## config.mk

```make
export PLATFORM = sky130hd
export DESIGN_NAME = snake_engine_flat
export DESIGN_NICKNAME = d
export VERILOG_FILES = /design/src/rtl/snake_pkg.sv /design/src/rtl/snake_if.sv /design/src/rtl/snake_tick_gen.sv /design/src/rtl/snake_engine.sv /design/src/flat_wrapper.sv
export SDC_FILE = /design/constraint.sdc
export NUM_CORES = 2
export LEC_CHECK = 0
export CORE_AREA = 3 3 566 287
export DETAILED_ROUTE_END_ITERATION = 16
export DIE_AREA = 0 0 569 290
export REMOVE_ABC_BUFFERS = 1
export SLEW_MARGIN = 30
export SYNTH_ARGS = -nofsm -noshare
export SYNTH_HDL_FRONTEND = slang
export SYNTH_SLANG_ARGS = --single-unit
```

## constraint.sdc

```tcl
create_clock -name clk -period 29.3 [get_ports clk]
set_clock_uncertainty 0.15 [all_clocks]
set_input_delay 5.86 -clock clk [delete_from_list [all_inputs] [get_ports clk]]
set_output_delay 5.86 -clock clk [all_outputs]
set_load 0.05 [all_outputs]
```

## src/rtl/snake_pkg.sv

```systemverilog
// Shared definitions for the snake engine: game states, direction codes,
// direction helpers and width helpers used to size grid/length buses.
package snake_pkg;

  typedef enum logic [1:0] {
    ST_RUNNING = 2'd0,
    ST_DIE     = 2'd1,
    ST_INITIAL = 2'd2,
    ST_PAUSED  = 2'd3
  } state_t;

  localparam logic [1:0] DIR_UP    = 2'd0;
  localparam logic [1:0] DIR_DOWN  = 2'd1;
  localparam logic [1:0] DIR_RIGHT = 2'd2;
  localparam logic [1:0] DIR_LEFT  = 2'd3;

  // Bits needed to hold values 0..n-1, never less than one.
  function automatic int width_of(input int n);
    if (n <= 2) return 1;
    return $clog2(n);
  endfunction

  // Codes are paired so that flipping bit 0 gives the reverse direction.
  function automatic logic [1:0] dir_opposite(input logic [1:0] d);
    return d ^ 2'b01;
  endfunction

  function automatic int dir_dx(input logic [1:0] d);
    case (d)
      DIR_RIGHT: return 1;
      DIR_LEFT:  return -1;
      default:   return 0;
    endcase
  endfunction

  // y grows downwards, so UP decrements.
  function automatic int dir_dy(input logic [1:0] d);
    case (d)
      DIR_UP:   return -1;
      DIR_DOWN: return 1;
      default:  return 0;
    endcase
  endfunction

endpackage

```

## src/rtl/snake_if.sv

```systemverilog
// Bus between the snake engine and its neighbours (direction/button logic,
// food, score, display).
//   master: drives dir_valid/dir_in, start, pause, slow, food_x/food_y;
//           observes state, body, length and event pulses.
//   slave : the engine side (reverse directions).
interface snake_if #(
  parameter int GRID_W  = 32,
  parameter int GRID_H  = 24,
  parameter int MAX_LEN = 64
);
  import snake_pkg::*;

  localparam int XW = width_of(GRID_W);
  localparam int YW = width_of(GRID_H);
  localparam int LW = width_of(MAX_LEN + 1);

  logic                  dir_valid;
  logic [1:0]            dir_in;
  logic                  start;
  logic                  pause;
  logic                  slow;
  logic [XW-1:0]         food_x;
  logic [YW-1:0]         food_y;
  logic [1:0]            game_state;
  logic [1:0]            cur_dir;
  logic [MAX_LEN*XW-1:0] snake_x_flat;
  logic [MAX_LEN*YW-1:0] snake_y_flat;
  logic [LW-1:0]         snake_length;
  logic                  step;
  logic                  get_food;
  logic                  hit_boundary;
  logic                  hit_self;

  modport master (
    output dir_valid, dir_in, start, pause, slow, food_x, food_y,
    input  game_state, cur_dir, snake_x_flat, snake_y_flat, snake_length,
           step, get_food, hit_boundary, hit_self
  );

  modport slave (
    input  dir_valid, dir_in, start, pause, slow, food_x, food_y,
    output game_state, cur_dir, snake_x_flat, snake_y_flat, snake_length,
           step, get_food, hit_boundary, hit_self
  );

endinterface

```

## src/rtl/snake_tick_gen.sv

```systemverilog
// Move-rate timer for the snake engine.
//   clk, rst : clock, async active-high reset
//   clear    : force the count to 0
//   en       : count enable (hold when low)
//   slow     : select the stretched period TICK_CYCLES*SLOW_FACTOR
//   tick     : high in the cycle whose closing edge executes a move
module snake_tick_gen #(
  parameter int TICK_CYCLES = 5_000_000,
  parameter int SLOW_FACTOR = 2
) (
  input  logic clk,
  input  logic rst,
  input  logic clear,
  input  logic en,
  input  logic slow,
  output logic tick
);
  import snake_pkg::*;

  localparam int CW = width_of(TICK_CYCLES * SLOW_FACTOR);
  localparam logic [CW-1:0] TC_FAST = CW'(TICK_CYCLES - 1);
  localparam logic [CW-1:0] TC_SLOW = CW'(TICK_CYCLES * SLOW_FACTOR - 1);

  logic [CW-1:0] cnt;
  logic [CW-1:0] tc_val;

  assign tc_val = slow ? TC_SLOW : TC_FAST;

  // >= so that dropping slow while already past the fast terminal count
  // wraps straight away instead of running through the counter range.
  assign tick = en && (cnt >= tc_val);

  always_ff @(posedge clk or posedge rst) begin
    if (rst) begin
      cnt <= '0;
    end else if (clear) begin
      cnt <= '0;
    end else if (en) begin
      cnt <= tick ? '0 : cnt + CW'(1);
    end
  end

endmodule

```

## src/rtl/snake_engine.sv

```systemverilog
// Snake movement/collision engine and game FSM.
//   clk, rst : clock, async active-high reset
//   bus      : snake_if slave -- direction strobe, start/pause/slow levels,
//              food position in; state, current direction, flattened body,
//              length, step/get_food pulses and sticky hit flags out.
//
// state      | meaning
// -----------+------------------------------------------------------------
// ST_INITIAL | body at start position, waiting for start or a direction
// ST_RUNNING | timer counting, one move per terminal count
// ST_PAUSED  | timer and body held until pause drops
// ST_DIE     | body frozen, hit_* flag shows the cause; start restarts
module snake_engine #(
  parameter int GRID_W      = 32,
  parameter int GRID_H      = 24,
  parameter int MAX_LEN     = 64,
  parameter int INIT_LEN    = 3,
  parameter int TICK_CYCLES = 5_000_000,
  parameter int SLOW_FACTOR = 2,
  parameter int WRAP        = 0
) (
  input  logic    clk,
  input  logic    rst,
  snake_if.slave  bus
);
  import snake_pkg::*;

  localparam int XW = width_of(GRID_W);
  localparam int YW = width_of(GRID_H);
  localparam int LW = width_of(MAX_LEN + 1);

  state_t        state;
  logic [1:0]    cur_dir;
  logic [1:0]    pending;
  logic [XW-1:0] seg_x [MAX_LEN];
  logic [YW-1:0] seg_y [MAX_LEN];
  logic [LW-1:0] length;
  logic          step_q;
  logic          food_q;
  logic          hit_boundary_q;
  logic          hit_self_q;
  logic          tick;

  int            nx;
  int            ny;
  logic [XW-1:0] nh_x;
  logic [YW-1:0] nh_y;
  logic          wall;
  logic          eat;
  logic          grow;
  logic          self_hit;
  logic [LW-1:0] chk_len;
  logic [1:0]    ref_dir;
  logic          dir_take;

  function automatic logic [XW-1:0] init_x(input int i);
    return (i < INIT_LEN) ? XW'(INIT_LEN - 1 - i) : '0;
  endfunction

  function automatic logic [YW-1:0] init_y(input int i);
    return (i < INIT_LEN) ? YW'(GRID_H / 2) : '0;
  endfunction

  snake_tick_gen #(
    .TICK_CYCLES (TICK_CYCLES),
    .SLOW_FACTOR (SLOW_FACTOR)
  ) u_tick (
    .clk   (clk),
    .rst   (rst),
    .clear (state == ST_INITIAL),
    .en    (state == ST_RUNNING),
    .slow  (bus.slow),
    .tick  (tick)
  );

  // On a move edge cur_dir is about to become pending, so a request arriving
  // in that same cycle is judged against the direction actually taken.
  assign ref_dir  = tick ? pending : cur_dir;
  assign dir_take = bus.dir_valid && (bus.dir_in != dir_opposite(ref_dir));

  always_comb begin
    nx   = int'(seg_x[0]) + dir_dx(pending);
    ny   = int'(seg_y[0]) + dir_dy(pending);
    wall = 1'b0;
    nh_x = XW'(nx);
    nh_y = YW'(ny);
    if (WRAP != 0) begin
      if (nx < 0)            nh_x = XW'(GRID_W - 1);
      else if (nx >= GRID_W) nh_x = '0;
      if (ny < 0)            nh_y = YW'(GRID_H - 1);
      else if (ny >= GRID_H) nh_y = '0;
    end else begin
      wall = (nx < 0) || (nx >= GRID_W) || (ny < 0) || (ny >= GRID_H);
    end
    eat  = (nh_x == bus.food_x) && (nh_y == bus.food_y);
    grow = eat && (length < LW'(MAX_LEN));
    // The tail vacates its cell on a normal move, but stays put when growing.
    chk_len  = grow ? length : length - LW'(1);
    self_hit = 1'b0;
    for (int i = 0; i < MAX_LEN; i++) begin
      if ((LW'(i) < chk_len) && (seg_x[i] == nh_x) && (seg_y[i] == nh_y))
        self_hit = 1'b1;
    end
    if (wall) self_hit = 1'b0;
  end

  always_ff @(posedge clk or posedge rst) begin
    if (rst) begin
      state          <= ST_INITIAL;
      cur_dir        <= DIR_RIGHT;
      pending        <= DIR_RIGHT;
      length         <= LW'(INIT_LEN);
      step_q         <= 1'b0;
      food_q         <= 1'b0;
      hit_boundary_q <= 1'b0;
      hit_self_q     <= 1'b0;
      for (int i = 0; i < MAX_LEN; i++) begin
        seg_x[i] <= init_x(i);
        seg_y[i] <= init_y(i);
      end
    end else begin
      step_q <= 1'b0;
      food_q <= 1'b0;
      if (dir_take) pending <= bus.dir_in;

      case (state)
        ST_INITIAL: begin
          if (bus.start || bus.dir_valid) state <= ST_RUNNING;
        end
        ST_RUNNING: begin
          if (tick && wall) begin
            hit_boundary_q <= 1'b1;
            state          <= ST_DIE;
          end else if (tick && self_hit) begin
            hit_self_q <= 1'b1;
            state      <= ST_DIE;
          end else begin
            if (tick) begin
              cur_dir  <= pending;
              seg_x[0] <= nh_x;
              seg_y[0] <= nh_y;
              for (int i = 1; i < MAX_LEN; i++) begin
                seg_x[i] <= seg_x[i-1];
                seg_y[i] <= seg_y[i-1];
              end
              if (grow) length <= length + LW'(1);
              step_q <= 1'b1;
              food_q <= eat;
            end
            if (bus.pause) state <= ST_PAUSED;
          end
        end
        ST_PAUSED: begin
          if (!bus.pause) state <= ST_RUNNING;
        end
        ST_DIE: begin
          if (bus.start) begin
            state          <= ST_INITIAL;
            cur_dir        <= DIR_RIGHT;
            pending        <= DIR_RIGHT;
            length         <= LW'(INIT_LEN);
            hit_boundary_q <= 1'b0;
            hit_self_q     <= 1'b0;
            for (int i = 0; i < MAX_LEN; i++) begin
              seg_x[i] <= init_x(i);
              seg_y[i] <= init_y(i);
            end
          end
        end
        default: state <= ST_INITIAL;
      endcase
    end
  end

  assign bus.game_state   = state;
  assign bus.cur_dir      = cur_dir;
  assign bus.snake_length = length;
  assign bus.step         = step_q;
  assign bus.get_food     = food_q;
  assign bus.hit_boundary = hit_boundary_q;
  assign bus.hit_self     = hit_self_q;

  for (genvar g = 0; g < MAX_LEN; g++) begin : g_flat
    assign bus.snake_x_flat[g*XW +: XW] = seg_x[g];
    assign bus.snake_y_flat[g*YW +: YW] = seg_y[g];
  end

endmodule
```

## src/flat_wrapper.sv

```systemverilog
// flat-port wrapper written by rule: the top's interface ports become plain ports
module snake_engine_flat import snake_pkg::*;
#(
  parameter int GRID_W      = 32,
  parameter int GRID_H      = 24,
  parameter int MAX_LEN     = 64,
  parameter int INIT_LEN    = 3,
  parameter int TICK_CYCLES = 5_000_000,
  parameter int SLOW_FACTOR = 2,
  parameter int WRAP        = 0
)
  (clk, rst, bus_dir_valid, bus_dir_in, bus_start, bus_pause, bus_slow, bus_food_x, bus_food_y, bus_game_state, bus_cur_dir, bus_snake_x_flat, bus_snake_y_flat, bus_snake_length, bus_step, bus_get_food, bus_hit_boundary, bus_hit_self);
  snake_if #(.GRID_W(GRID_W), .GRID_H(GRID_H), .MAX_LEN(MAX_LEN)) bus_i ();
  input  logic clk;
  input  logic rst;
  input wire logic [$bits(bus_i.dir_valid)-1:0] bus_dir_valid;
  input wire logic [$bits(bus_i.dir_in)-1:0] bus_dir_in;
  input wire logic [$bits(bus_i.start)-1:0] bus_start;
  input wire logic [$bits(bus_i.pause)-1:0] bus_pause;
  input wire logic [$bits(bus_i.slow)-1:0] bus_slow;
  input wire logic [$bits(bus_i.food_x)-1:0] bus_food_x;
  input wire logic [$bits(bus_i.food_y)-1:0] bus_food_y;
  output wire logic [$bits(bus_i.game_state)-1:0] bus_game_state;
  output wire logic [$bits(bus_i.cur_dir)-1:0] bus_cur_dir;
  output wire logic [$bits(bus_i.snake_x_flat)-1:0] bus_snake_x_flat;
  output wire logic [$bits(bus_i.snake_y_flat)-1:0] bus_snake_y_flat;
  output wire logic [$bits(bus_i.snake_length)-1:0] bus_snake_length;
  output wire logic [$bits(bus_i.step)-1:0] bus_step;
  output wire logic [$bits(bus_i.get_food)-1:0] bus_get_food;
  output wire logic [$bits(bus_i.hit_boundary)-1:0] bus_hit_boundary;
  output wire logic [$bits(bus_i.hit_self)-1:0] bus_hit_self;
  assign bus_i.dir_valid = bus_dir_valid;
  assign bus_i.dir_in = bus_dir_in;
  assign bus_i.start = bus_start;
  assign bus_i.pause = bus_pause;
  assign bus_i.slow = bus_slow;
  assign bus_i.food_x = bus_food_x;
  assign bus_i.food_y = bus_food_y;
  assign bus_game_state = bus_i.game_state;
  assign bus_cur_dir = bus_i.cur_dir;
  assign bus_snake_x_flat = bus_i.snake_x_flat;
  assign bus_snake_y_flat = bus_i.snake_y_flat;
  assign bus_snake_length = bus_i.snake_length;
  assign bus_step = bus_i.step;
  assign bus_get_food = bus_i.get_food;
  assign bus_hit_boundary = bus_i.hit_boundary;
  assign bus_hit_self = bus_i.hit_self;
  snake_engine #(.GRID_W(GRID_W), .GRID_H(GRID_H), .MAX_LEN(MAX_LEN), .INIT_LEN(INIT_LEN), .TICK_CYCLES(TICK_CYCLES), .SLOW_FACTOR(SLOW_FACTOR), .WRAP(WRAP)) u_core (.clk(clk), .rst(rst), .bus(bus_i));
endmodule
```

# ---- Word level (Yosys, flattened, before mapping)
# Cells that the tools add are included.
dict set report op_classes {
  n_addsub 5
  n_reduce_logical 148
  bitwise 1
  magnitude_cmp 70
  muxes 116
  eq_ne 147
}
# op count
set op_table {}
lappend op_table {{two-way mux 320 bit} 8}
lappend op_table {{case mux 320 bit (2 select lines)} 2}
lappend op_table {{equality test 5 bit} 130}
lappend op_table {{less-than comparator 6 x 7 -> 1 bit (first input constant)} 32}
lappend op_table {{logical AND 1 bit} 134}
lappend op_table {{case mux 32 bit (2 select lines)} 2}
lappend op_table {{less-than comparator 5 x 7 -> 1 bit (first input constant)} 16}
lappend op_table {{two-way mux 24 bit} 4}
lappend op_table {{two-way mux 1 bit} 77}
lappend op_table {{adder 6 x 32 -> 32 bit} 2}
lappend op_table {{less-than comparator 32 x 1 -> 1 bit (second input constant)} 2}
lappend op_table {{less-than comparator 4 x 7 -> 1 bit (first input constant)} 8}
lappend op_table {{two-way mux 7 bit} 6}
lappend op_table {{greater-or-equal comparator 32 x 6 -> 1 bit (second input constant)} 1}
lappend op_table {{greater-or-equal comparator 32 x 7 -> 1 bit (second input constant)} 1}
lappend op_table {{less-than comparator 3 x 7 -> 1 bit (first input constant)} 4}
lappend op_table {{adder 24 x 1 -> 24 bit (second input constant)} 1}
lappend op_table {{greater-or-equal comparator 24 bit} 1}
lappend op_table {{two-way mux 2 bit} 12}
lappend op_table {{less-than comparator 1 x 7 -> 1 bit (first input constant)} 2}
lappend op_table {{less-than comparator 2 x 7 -> 1 bit (first input constant)} 2}
lappend op_table {{case mux 7 bit (2 select lines)} 1}
lappend op_table {{AND reduction 4 bit} 3}
lappend op_table {{!= test 2 x 1 -> 1 bit (second input constant)} 5}
lappend op_table {{18 further kinds} 31}
dict set report totals {
  out_inout_bits 655
  wordCells 624
  inputBits 18
  ff_bits 681
}

# ---- Depth between registers and ports, before layout
dict set report logic_depth {
  word_depth 79
  mapped_depth 28
  ltp_nobuf 18
}

# ---- By module
# Synthesis repeated with hierarchy kept, for this count alone.
dict set report unflattened {
  cells_unflattened 4090
  area_unflattened_um2 40482.6
}
# mod n_inst seq_area_each_um2 cells_each area_each_um2
set modules_own_cells {}
lappend modules_own_cells {snake_engine 1 16457.0 3902 38808.5}
lappend modules_own_cells {snake_tick_gen 1 600.6 188 1674.1}

# ---- Least setup slack after synthesis
# No wires, ideal clock.
dict set report synth_timing {
  kind {input to register}
  start {input bus_food_x[0]}
  end {register u_core.seg_x (netlist bit u_core.bus.snake_x_flat[127])}
  required_ns 29.055
  setup_time_ns 0.095
  n_path_buf 5
  cell_stages 18
  t_arrival_ns 9.273
  setup_slack_ns 19.782
  path_cell_list {xor2_1 nor4_1 o2111a_1 nand2_1 or4_1 and2_1 nor3_1 nor4_1 a31o_2 a2111oi_2 and3_1 buf_2 buf_6 buf_6 buf_4 buf_2 nand3_1 o31ai_1}
}
dict set report synth_between {
  elab_chain_cells 75
  word_cells_on_any_way 264
  cone_classes {order compare: 64; eq/ne: 2; mux: 66; reduce/logical: 132}
}
# element line_no
set synth_lines {}
lappend synth_lines {{start: declaration} flat_wrapper.sv:21} ;# input wire logic [$bits(bus_i.food_x)-1:0] bus_food_x;
lappend synth_lines {{equality test 5 bit (*)} snake_engine.sv:95} ;# eat = (nh_x == bus.food_x) && (nh_y == bus.food_y);
lappend synth_lines {{logical AND 1 bit (*)} snake_engine.sv:95}
lappend synth_lines {{logical AND 1 bit (*)} snake_engine.sv:96} ;# grow = eat && (length < LW'(MAX_LEN));
lappend synth_lines {{two-way mux 7 bit (*)} snake_engine.sv:98} ;# chk_len = grow ? length : length - LW'(1);
lappend synth_lines {{less-than comparator 1 x 7 -> 1 bit} snake_engine.sv:101} ;# if ((LW'(i) < chk_len) && (seg_x[i] == nh_x) && (seg_y[i] == nh_y))
lappend synth_lines {{logical AND 1 bit (2 in a row)} snake_engine.sv:101}
lappend synth_lines {{two-way mux 1 bit (63 in a row)} snake_engine.sv:101}
lappend synth_lines {{two-way mux 1 bit (*)} snake_engine.sv:101}
lappend synth_lines {{two-way mux 1 bit (*)} snake_engine.sv:104} ;# if (wall) self_hit = 1'b0;
lappend synth_lines {{logical AND 1 bit (*)} snake_engine.sv:134} ;# end else if (tick && self_hit) begin
lappend synth_lines {{!= test 2 bit (no source line) (*)} --}
lappend synth_lines {{AND reduction 5 bit (no source line) (*)} --}
lappend synth_lines {{end signal: indexed assignment} snake_engine.sv:118} ;# seg_x[i] <= init_x(i);
lappend synth_lines {{end signal: indexed assignment} snake_engine.sv:143} ;# seg_x[i] <= seg_x[i-1];
lappend synth_lines {{end signal: indexed assignment} snake_engine.sv:165} ;# seg_x[i] <= init_x(i);
lappend synth_lines {{end: declaration} snake_engine.sv:35} ;# logic [XW-1:0] seg_x [MAX_LEN];
# Every way passes the cells marked *; elsewhere a longest branch is shown, timed or not.
# A chain may end at the register's enable or synchronous reset.

# ---- Final worst setup path
dict set report layout_timing {
  start {input bus_food_y[1]}
  end {register u_core.seg_y (netlist bit u_core.bus.snake_y_flat[127])}
}
dict set report layout_between {
  elab_chain_cells 75
  word_cells_on_any_way 264
  cone_classes {order compare: 64; eq/ne: 2; mux: 66; reduce/logical: 132}
}
# element line_no
set layout_lines {}
lappend layout_lines {{start: declaration} flat_wrapper.sv:22} ;# input wire logic [$bits(bus_i.food_y)-1:0] bus_food_y;
lappend layout_lines {{equality test 5 bit (*)} snake_engine.sv:95}
lappend layout_lines {{logical AND 1 bit (*)} snake_engine.sv:95}
lappend layout_lines {{logical AND 1 bit (*)} snake_engine.sv:96}
lappend layout_lines {{two-way mux 7 bit (*)} snake_engine.sv:98}
lappend layout_lines {{less-than comparator 1 x 7 -> 1 bit} snake_engine.sv:101}
lappend layout_lines {{logical AND 1 bit (2 in a row)} snake_engine.sv:101}
lappend layout_lines {{two-way mux 1 bit (63 in a row)} snake_engine.sv:101}
lappend layout_lines {{two-way mux 1 bit (*)} snake_engine.sv:101}
lappend layout_lines {{two-way mux 1 bit (*)} snake_engine.sv:104}
lappend layout_lines {{logical AND 1 bit (*)} snake_engine.sv:134}
lappend layout_lines {{!= test 2 bit (no source line) (*)} --}
lappend layout_lines {{AND reduction 5 bit (no source line) (*)} --}
lappend layout_lines {{end signal: indexed assignment} snake_engine.sv:119} ;# seg_y[i] <= init_y(i);
lappend layout_lines {{end signal: indexed assignment} snake_engine.sv:144} ;# seg_y[i] <= seg_y[i-1];
lappend layout_lines {{end signal: indexed assignment} snake_engine.sv:166} ;# seg_y[i] <= init_y(i);
lappend layout_lines {{end: declaration} snake_engine.sv:36} ;# logic [YW-1:0] seg_y [MAX_LEN];
# Marks and branches as above.

==> impl_metrics.yaml <==
setup_path:
  slowest_stage: "and3_4"
  worstPathRequired_ns: 29.69
  arrival_ns: 14.59
  worst-setup-path-type: "in2reg"
  start_kind: "input port"
  critPathMaxStageDelay_ns: 0.90
  crit_path_end_kind: "flop"
  critical_path.cell_chain: "clkdlybuf4s50_1 -> xor2_1 -> nor4_1 -> o2111a_1 -> and4_1 -> a211oi_1 -> nor2_1 -> nor4_1 -> o31ai_1 -> nand2_1 -> a2111oi_2 -> and3_4 -> buf_4 -> buf_4 -> buf_12 -> buf_16 -> buf_6 -> nand3_1 -> o31ai_1"
  cp_max_fo: 185
clock_tree:
  clock-sinks: 681
  post_cts_buffers: 0
  cts_tree: "done"
  htreeDepth: 3
  postCtsResizedCells: 0
  clockRootBuffer: "clkbuf_16"
  hold_buffers: 0
  numCtsBuffers: 78
  clk_pin_slew_ns: 0.06
  clock_latency_ns: 0.64
  clock_path_buffers: 3
floorplanning:
  die_w_um: 569
  boundaryPins: 673
  die-area_um2: 165000
  initial_utilization_pct: 24.98
  rows: 103
  coreArea_um2: 157600
  die_h_um: 290
synthesis:
  syn_area_um2: 39380
  yosys-top-cells-area: "dfrtp_1, nand3_1, xnor2_1"
  synth_top_area_cell: "dfrtp_1"
  yosysWarningCount: 0
  synth_seq_cells: 681
  synthArstFlopShare_pct: 100.0
  postSynthCellCount: 4533
  synth.avg_cell_area_um2: 8.686
  yosysSeqAreaShare_pct: 43.32
  ys.flop_type: "dfrtp_1"
  synth_top_area_share_pct: 42.45
  synth_cell_types: 95
  synth-edff-count: 0
sta:
  grt_setup_unrepaired: "no"
  finalHoldViolations: 0
  post-route-min-period_ns: 14.20
  slew_headroom_pct: 22.63
  fmaxAchievable_mhz: 70.43
  tns_ns: 0
  setup_viol: 0
  maxSlewViolCount: 0
  fin_crit_sh_pct: 48.46
  worst_pin_slew_ns: 1.160
cells_and_area:
  nNetsFinal: 4999
  mostFrequentLayoutCell: "nand2_1"
  final_layout_size_suffix_gt1_share_pct: 5.054
  fillCellCount: 16312
  layout_common_cells: "nand2_1, nand3_1, clkdlybuf4s50_1"
  post_layout_nonfiller_instances: 7108
  final-seq-area_um2: 17060
  syn2layout_area_growth_pct: 28.13
  multi_input_area_um2: 20560
global_routing:
  grt_pass1_vias: 33507
  grt_pass1_wl_um: 248800
  overflow: 0
  grt_max_degree: 250
  antenna_found_initial: 3
  track_usage_pct: 20.02
power:
  power_density_nw_per_um2: 69.26
  vdd.ir_drop.worst_mv: 0.07063
  leakagePower_nw: 19.60
placement:
  io_buffers: 672
  routabilityCongestion: 0.9660
  dp_hpwl_um: 123500
  dp.cells: 6964
drt:
  antenna_left: 0
  wl_per_cell_um: 24.29
  wl_met2_um: 81470
  drc_errors: 0
  top_layer_used: "met4"
  drt-met1-wl_um: 68230
  vias_per_cell: 5.038
  dr.first_iter.drc_count: 3983
  drt-total-wl_um: 172700
  routed-via-count: 35809
  wl_met3_um: 11770
  firstDrtPassIters: 6
worst_hold_path:
  hp-class: "reg2reg"
flow_run:
  cap_violations: 0
status:
  run_status: "completed"
[synth_stat cells, types with 4 or more instances]
library cell and count:
nand4b_1 5, o21bai_1 4, nand2b_1 11, nor3_1 65
buf_2 96, mux2i_1 12, ha_1 32, buf_1 21
o2111ai_1 6, dfstp_2 13, o211ai_1 5, a31oi_1 4
nand2_1 716, o21a_1 5, o41ai_1 4, xnor2_1 386
or3_1 7, or4_1 7, nor4_1 75, o22ai_1 8
a21o_1 4, and2_1 11, buf_4 34, xor2_1 242
a21boi_0 6, o31ai_1 20, clkbuf_1 249, o21ai_0 399
nand4_1 66, a21oi_1 44, nand3_1 685, dfrtp_1 668
inv_1 35, and3_1 26, buf_6 4, xnor3_1 40
o21ai_1 303, nor2_1 101, a211oi_1 10, a211o_1 6
or2_2 5, o311ai_0 6
[metrics by stage]
stage / util [%] / power [mW] / worst slack, ns / hold slack (ns) / instance area (µm²)
after global routing: 32.01 / 3.641 / 14.76 / 0.3873 / 50450
after floorplan: - / 2.019 / -1.646 / 0.3046 / 37580
after detailed placement: 30.24 / 2.466 / 14.47 / 0.3390 / 47670
after CTS: 31.90 / 3.484 / 15.21 / 0.3447 / 50280
after global placement: 30.23 / 2.464 / 14.57 / 0.3298 / 47650
final: 32.01 / 3.494 / 15.10 / 0.3511 / 50450
[critical path, delay by kind of cell]
family,cells,cell delay [ns]
buffers and inverters,6,3.47
XOR/XNOR,1,0.21
AND/OR/NAND/NOR,7,3.06
AO/OA/AOI/OAI,5,1.63
[logic make-up after synthesis]
logic type	share of synthesized area, %
buffers and inverters	4.919
adders and majority gates	1.017
xor gates and xnor gates	16.48
and+or+nand+nor	21.42
muxes	0.4480
DFF	43.32
AOI/OAI and AO/OA	12.40
[registers in the layout, indices dropped and copies added (netlist names)]
signal	cells
u_core.bus.hit_self	1
u_core.bus.snake_length	7
u_core.bus.game_state	2
u_core.bus.get_food	1
u_core.bus.cur_dir	2
u_core.bus.step	1
u_core.bus.hit_boundary	1
u_core.pending	2
u_core.bus.snake_x_flat	320
u_core.u_tick.cnt	24
u_core.bus.snake_y_flat	320
[area by class of cell]
cell class,count,share of cell area [%]
diodes,2,0.009920
clock buffers,121,4.752
clock inverters,16,0.4166
inverters,38,0.3075
multi-input cells,3410,40.75
flip-flops and latches,681,33.81
well taps,2100,5.208
repair buffers,740,14.74
[metal layers]
| layer | track usage [%] | vias up |
|---|---|---|
| li1 | - | 16502 |
| met3 | 4.293 | 336 |
| met2 | 32.50 | 1285 |
| met5 | 0 | - |
| met4 | 11.53 | 0 |
| met1 | 24.54 | 17686 |
[where the power goes]
part | internal, mW | switching [mW] | total [mW]
clock | 0.597 | 0.418 | 1.01
sequential | 0.954 | 0.0331 | 0.987
combinational | 0.480 | 1.01 | 1.49
[final timing paths]
kind,from,end,slack (ns),cells after the start
worst max-delay path,bus_food_y[1],u_core.bus.snake_y_flat[127],15.10,19
worst min-delay path,u_core.u_tick.cnt[3],u_core.u_tick.cnt[3],0.35,1
worst max register to register,u_core.pending[0],u_core.bus.snake_y_flat[127],18.23,24
worst min register to register,u_core.u_tick.cnt[3],u_core.u_tick.cnt[3],0.35,1
max in group asynchronous,rst,u_core.bus.snake_y_flat[34],20.41,6
min in group asynchronous,rst,u_core.bus.snake_y_flat[286],5.52,2
No activity file was read; power rests on OpenSTA's default activity.
